**src/rtl/pll_mdrp_pkg.sv**
```systemverilog
// Shared opcodes, lock FSM states and address helpers for the MDRP responder.
package pll_mdrp_pkg;

    localparam logic [1:0] OP_NOP   = 2'b00;
    localparam logic [1:0] OP_ADDR  = 2'b01;
    localparam logic [1:0] OP_WRITE = 2'b10;
    localparam logic [1:0] OP_READ  = 2'b11;

    typedef enum logic [1:0] {
        LK_HOLD   = 2'd0,
        LK_SETTLE = 2'd1,
        LK_LOCKED = 2'd2
    } lock_state_e;

    // Highest address of the register file is the read-only STATUS register.
    function automatic int unsigned status_addr(input int unsigned addr_w);
        return (32'd1 << addr_w) - 32'd1;
    endfunction

endpackage

```
**src/rtl/pll_mdrp_lock_timer.sv**
```systemverilog
// Emulated PLL lock: held off by pll_reset, restarted by relock, asserts
// after LOCK_CYCLES edges of uninterrupted settling.
module pll_mdrp_lock_timer
    import pll_mdrp_pkg::*;
#(
    parameter int unsigned LOCK_CYCLES = 64
) (
    input  logic mdclk,
    input  logic reset,
    input  logic pll_reset,
    input  logic relock,
    output logic lock
);

    localparam int unsigned CNT_W = (LOCK_CYCLES > 2) ? $clog2(LOCK_CYCLES) : 1;
    localparam logic [CNT_W-1:0] CNT_LAST = CNT_W'(LOCK_CYCLES - 1);

    lock_state_e      state_q, state_d;
    logic [CNT_W-1:0] cnt_q, cnt_d;
    logic             lock_d;

    // State, counter and registered lock flag.
    always_ff @(posedge mdclk) begin
        if (reset) begin
            state_q <= LK_SETTLE;
            cnt_q   <= '0;
            lock    <= 1'b0;
        end else begin
            state_q <= state_d;
            cnt_q   <= cnt_d;
            lock    <= lock_d;
        end
    end

    // Next state: pll_reset beats relock, relock beats reaching the settle end.
    always_comb begin
        state_d = state_q;
        cnt_d   = cnt_q;
        lock_d  = 1'b0;
        case (state_q)
            LK_HOLD: begin
                if (!pll_reset) begin
                    state_d = LK_SETTLE;
                    cnt_d   = '0;
                end
            end
            LK_SETTLE: begin
                if (cnt_q == CNT_LAST) begin
                    state_d = LK_LOCKED;
                    cnt_d   = '0;
                end else begin
                    cnt_d = cnt_q + CNT_W'(1);
                end
            end
            LK_LOCKED: begin
                state_d = LK_LOCKED;
            end
            default: begin
                state_d = LK_HOLD;
                cnt_d   = '0;
            end
        endcase
        if (relock && (state_q != LK_HOLD)) begin
            state_d = LK_SETTLE;
            cnt_d   = '0;
        end
        if (pll_reset) begin
            state_d = LK_HOLD;
            cnt_d   = '0;
        end
        lock_d = (state_d == LK_LOCKED);
    end

endmodule

```
**src/rtl/pll_mdrp_responder.sv**
```systemverilog
// MDRP responder: opcode decode, auto-incrementing address, byte register
// file with a read-only STATUS register, and emulated PLL lock.
module pll_mdrp_responder
    import pll_mdrp_pkg::*;
#(
    parameter int unsigned        ADDR_W      = 5,
    parameter int unsigned        LOCK_CYCLES = 64,
    parameter logic [ADDR_W-1:0]  MULTI_ADDR  = 5'h08,
    parameter logic [7:0]         RESET_MULTI = 8'd35
) (
    input  logic       mdclk,
    input  logic       reset,
    input  logic       pll_reset,
    input  logic [1:0] mdopc,
    input  logic       mdainc,
    input  logic [7:0] mdwdi,
    output logic [7:0] mdrdo,
    output logic       lock,
    output logic [7:0] cfg_multi
);

    localparam int unsigned       NREG   = 1 << ADDR_W;
    localparam logic [ADDR_W-1:0] STATUS = ADDR_W'(status_addr(ADDR_W));

    logic [ADDR_W-1:0] addr;
    logic [7:0]        regs [NREG];
    logic              wr_eff;

    assign wr_eff    = (mdopc == OP_WRITE) && (addr != STATUS);
    assign cfg_multi = regs[MULTI_ADDR];

    // Address register: load on ADDR, optional post-access increment.
    always_ff @(posedge mdclk) begin
        if (reset) begin
            addr <= '0;
        end else if (mdopc == OP_ADDR) begin
            addr <= mdwdi[ADDR_W-1:0];
        end else if ((mdopc == OP_WRITE || mdopc == OP_READ) && mdainc) begin
            addr <= addr + ADDR_W'(1);
        end
    end

    // Register file; STATUS writes are dropped.
    always_ff @(posedge mdclk) begin
        if (reset) begin
            for (int i = 0; i < NREG; i++) begin
                regs[i] <= (ADDR_W'(i) == MULTI_ADDR) ? RESET_MULTI : 8'h00;
            end
        end else if (wr_eff) begin
            regs[addr] <= mdwdi;
        end
    end

    // Read data register, held between READs.
    always_ff @(posedge mdclk) begin
        if (reset) begin
            mdrdo <= 8'h00;
        end else if (mdopc == OP_READ) begin
            mdrdo <= (addr == STATUS) ? {7'b0, lock} : regs[addr];
        end
    end

    pll_mdrp_lock_timer #(
        .LOCK_CYCLES(LOCK_CYCLES)
    ) u_lock_timer (
        .mdclk    (mdclk),
        .reset    (reset),
        .pll_reset(pll_reset),
        .relock   (wr_eff),
        .lock     (lock)
    );

endmodule

```
**config.mk**
```make
export PLATFORM = sky130hd
export DESIGN_NAME = pll_mdrp_responder
export DESIGN_NICKNAME = d
export VERILOG_FILES = /design/src/rtl/pll_mdrp_pkg.sv /design/src/rtl/pll_mdrp_lock_timer.sv /design/src/rtl/pll_mdrp_responder.sv
export SDC_FILE = /design/constraint.sdc
export NUM_CORES = 1
export LEC_CHECK = 0
export BUFFER_PORTS_ARGS = -buffer_cell sky130_fd_sc_hd__buf_2
export CAP_MARGIN = 20
export CORE_MARGIN = 8
export CORE_UTILIZATION = 43
export CTS_CLUSTER_DIAMETER = 120
export DETAILED_ROUTE_END_ITERATION = 8
export GPL_TIMING_DRIVEN = 0
export SYNTH_ARGS = -nofsm -noshare
export SYNTH_HDL_FRONTEND = slang
export SYNTH_HIERARCHICAL = 1
export SYNTH_SLANG_ARGS = --single-unit
```
**constraint.sdc**
```tcl
create_clock -name mdclk -period 2.8 [get_ports mdclk]
set_input_delay 0.56 -clock mdclk [delete_from_list [all_inputs] [get_ports mdclk]]
set_output_delay 0.56 -clock mdclk [all_outputs]
set_load 0.01 [all_outputs]
```
==> results.md <==
Layout:
- The post-route core utilization is 0.504.
- After routing the design area is 0.0153 mm^2.
- After filler insertion, the fill cell instance count of the layout stands at 2651.
- Of the cells placed in the final design, the portion with a size suffix greater than 1 is 0.198.
- The net count of the finished layout is 1074.
- The sequential standard cell area is roughly 0.008 mm^2.
- Summing all multi-input logic gate instances after layout gives approximately 0.0049 mm^2.
- The signed area change from the synthesized netlist to the final layout is 15.8%.

Pwr:
- The post-layout total power is roughly 9.6 mW.
- For this design the ratio of total power to cell area is about 630 mW/mm^2.
- The total leakage power is between 5 and 6 nW.
- VDD sags by at most between 0.4 and 0.5 mV.

CTS:
- The cell sitting at the root of the clock tree is a clkbuf_16.
- The clock latency reported for the late side of the worst-skew pair is between 0.5 and 0.6 ns.
- The number of hold-repair buffers added at the cts stage is 0.
- After clock tree synthesis, the clock-pin slew on the worst setup and hold paths is approximately 0.060 ns.
- The CTS buffer count is 30.
- The clock passes through at most 3 buffers.
- CTS built an H-tree with a depth of 1.
- TritonCTS built the clock tree.
- Clock tree synthesis found a total of between 200 and 300 sinks.

Hold path:
- The worst hold path belongs to the class in -> reg.
- The number of instances on the worst hold path is 2.
- The path with the worst hold slack has its endpoint at u_lock_timer/state_q[1]$_SDFF_PP0_.
- The startpoint of the lowest-slack hold path is pll_reset.

Global routing:
- The via count of the first global-routing pass came to roughly 8500.
- The total routing usage reported by global routing is 0.201.
- For this run the aggregate overflow at the end of global routing stands at 0.
- The number of antenna violations at the first check in global routing was 1.
- The first-pass GRT wire length is about 54 mm.
- Entering global routing, the biggest net connects 15 pins.

Timing:
- The setup TNS after final layout is 0 ns.
- Dividing the final minimum period by the clock period gives 0.974.
- The normalized max-slew margin is 0.209.
- The final hold violation count is 0.
- The maximum clock rate is ~0.37 GHz.
- At the pin with the least slew margin, the transition time is around 1.2 ns.
- Subtracting the final worst setup slack from the clock period gives around 2.7 ns.
- The number of setup violations in the final report is 0.
- Setup repair after global routing could not meet its margin everywhere.
- The number of max-slew violations in the final report came to 0.
- Setup slack on the critical path of the routed design comes to 0.0742 ns.
- On the final layout, the worst clock skew is roughly 0.018 ns.

Yosys:
- The most used flip-flop cell after synthesis is edfxtp_1.
- Of the post-synthesis cell area, the dominant cell type holds 0.581.
- The number of synthesized register bits is between 200 and 300.
- The most common cell in the netlist is edfxtp_1.
- Ranked by total cell area, the synthesized netlist is headed by edfxtp_1 58%, and2_1 12%, mux4_2 4.9%, dfxtp_1 4.1%, mux2i_1 3.9%.
- The number of flops mapped to enable cells by yosys is ~260.
- Synthesis handed over a netlist of 964 instances.
- In the synthesized netlist, the cells that appear most often are 256 x edfxtp_1, 255 x and2_1, 52 x mux2i_1, 50 x nor2_1, 49 x clkbuf_1.
- The mean area per synthesized cell is approximately 14 um^2.
- The post-synth net total is about 980.
- Synthesis instantiated 53 different standard cells from the library.
- The post-synthesis cell type with the largest combined area is edfxtp_1.
- The fraction of synthesis flops using an asynchronous set or reset pin is 0.
- Summing every instance area after synthesis gives 0.0132 mm^2.
- The sequential share of the synthesized area is 0.622.
- Yosys printed 6 warnings.

Detailed routing:
- The remaining number of nets flagged by the antenna check after routing is 0.
- The number of design rule violations left after detail routing is 0.
- The number of DRC markers in iteration 0 is between 700 and 800.
- The final route contains approximately 8500 vias.
- The number of iterations in the first detailed-routing pass is 5.
- For this block, the routed nets add up to around 37 mm of wire.
- Dividing the detail-routed wire length by the instance count gives around 25 um.
- Using the TritonRoute via totals, the vias-per-cell ratio works out to approximately 5.7.

Die:
- The area enclosed by the die boundary is roughly 0.037 mm^2.
- The floorplan step set the die width to 191 um.
- For this configuration, the core starts out at a cell density of 0.435.
- The initialized floorplan defines 64 standard-cell rows.
- Pin placement for this block handled 31 I/O pins.
- The region available for standard cell placement spans about 0.030 mm^2.
- The vertical die dimension is 191 um.

Critical path:
- The data required time at the worst endpoint is a little over 3 ns.
- The top fanout value on the critical path is 10.
- The category of the critical setup timing path is reg -> reg.
- STA puts the critical path data arrival time at ~3 ns.
- The terminus of the critical flop-to-flop path is regs[3][7]$_SDFFCE_PN0P_.
- Measured in cells, the most critical reg-to-reg path has a length of 9.
- STA classifies the critical path startpoint as a flip-flop.
- In this run the register-to-register setup slack is ~0.074 ns.
- The capturing element type of the critical path is a flip-flop.
- The startpoint of the worst register-to-register path is addr[0]$_SDFFE_PP0P_.

Run:
- Across the run, the number of max-cap violations was 0.

Status:
- The flow ran to the end, and the final reports show no timing, DRC or antenna violations.

Placement:
- Once detailed placement completed, the half-perimeter wirelength came to ~26 mm.
- The cell area after placement is around 0.014 mm^2.
- The routability congestion estimate from global placement is 0.962.
- The total of buffers placed on input and output ports is 29.
- The worst slack after detailed placement is -0.777 ns.
[sequential cells by signal, indices dropped and copies added, names as in the netlist, named ones only]
register,count
mdrdo,8
u_lock_timer/cnt_q,6
u_lock_timer/state_q,2
regs,256
u_lock_timer/lock,1
addr,5
[cell usage in the layout, fill, tap and decap left out, types with 6 or more instances in the layout]
master     synthesis  layout
edfxtp_1         256     256
clkbuf_1          49      48
clkinv_1           0       8
nand2_1           21      17
nand3_1           13      13
o21ai_2            0      20
nand3b_1           7       7
buf_2             13      49
a221oi_1          12      12
a22oi_1           16      16
mux4_2            29      29
clkbuf_4           0       7
mux4_1            12      12
mux2_2             9       9
ha_1               6       6
mux2i_1           52      52
clkinv_2           0       7
nor2_1            50      46
clkbuf_16          0      31
o21ai_4            0      11
dfxtp_1           27      27
and2_1           255     255
a2111oi_0          7       7
buf_4              4      20
o21ai_0           44      12
a21oi_1           19      19
[where the power goes]
part	total, mW	switching (mW)	internal (mW)
clock network	3.94	1.66	2.28
logic	0.847	0.551	0.296
registers	4.80	0.0572	4.74
[how the worst max path moves through the flow]
stage	start	endpoint
global route	addr[0]$_SDFFE_PP0P_	regs[3][7]$_SDFFCE_PN0P_
CTS	addr[0]$_SDFFE_PP0P_	regs[30][1]$_SDFFCE_PN0P_
detailed placement	addr[0]$_SDFFE_PP0P_	regs[16][5]$_SDFFCE_PN0P_
global placement	addr[0]$_SDFFE_PP0P_	regs[20][6]$_SDFFCE_PN0P_
finish	addr[0]$_SDFFE_PP0P_	regs[3][7]$_SDFFCE_PN0P_
floorplan	addr[0]$_SDFFE_PP0P_	regs[28][0]$_SDFFCE_PN0P_
[worst max-delay path: stages (launching register included)]
cell and delay (ns):
dfxtp_1 0.36, ha_1 0.30, and3_1 0.21, ha_1 0.28
nor3_4 0.18, buf_12 0.14, nand2_4 0.11, clkbuf_4 0.29
o21ai_1 0.28, buf_2 0.25
[stage by stage]
step | hold WS (ns) | cells
after detailed placement | 0.517 | 1417
after floorplan | 0.484 | 964
after global placement | 0.517 | 1389
final | 0.207 | 1475
after global routing | 0.203 | 1474
after CTS | 0.190 | 1474
[area by class of cell]
type	count	area share
diodes	1	0.000163
plain buffers	69	0.0222
clock buffers	35	0.0516
clock inverters	21	0.0116
inverters	4	0.000980
multi-input cells	608	0.321
flip-flops and latches	283	0.537
well taps	396	0.0323
repair buffers	58	0.0234
[timing repair]
item	in CTS	in global routing
endpoints found under the setup margin	306	171
pin swaps	1	0
gates resized for setup	75	30
setup buffers	1	0
[cell families (layout without fill, tap and decap cells)]
kind of cell / count (synthesis) / after routing / share of synthesized area
buffers and inverters: 73 / 187 / 0.0248
AO/OA/AOI/OAI: 121 / 121 / 0.0606
multiplexers: 102 / 102 / 0.120
adder cells (fa/ha/maj): 6 / 6 / 0.00567
AND/OR/NAND/NOR: 379 / 379 / 0.167
flip-flops: 283 / 283 / 0.622
other: 0 / 1 / 0
[layer usage]
metal	up-vias	part of all wire	GRT usage
li1	3784	-	-
met2	311	0.47	0.327
met4	0	0.036	0.0749
met3	82	0.064	0.0319
met5	-	0	0
met1	4280	0.43	0.267
(Power assumes the default switching activity.)
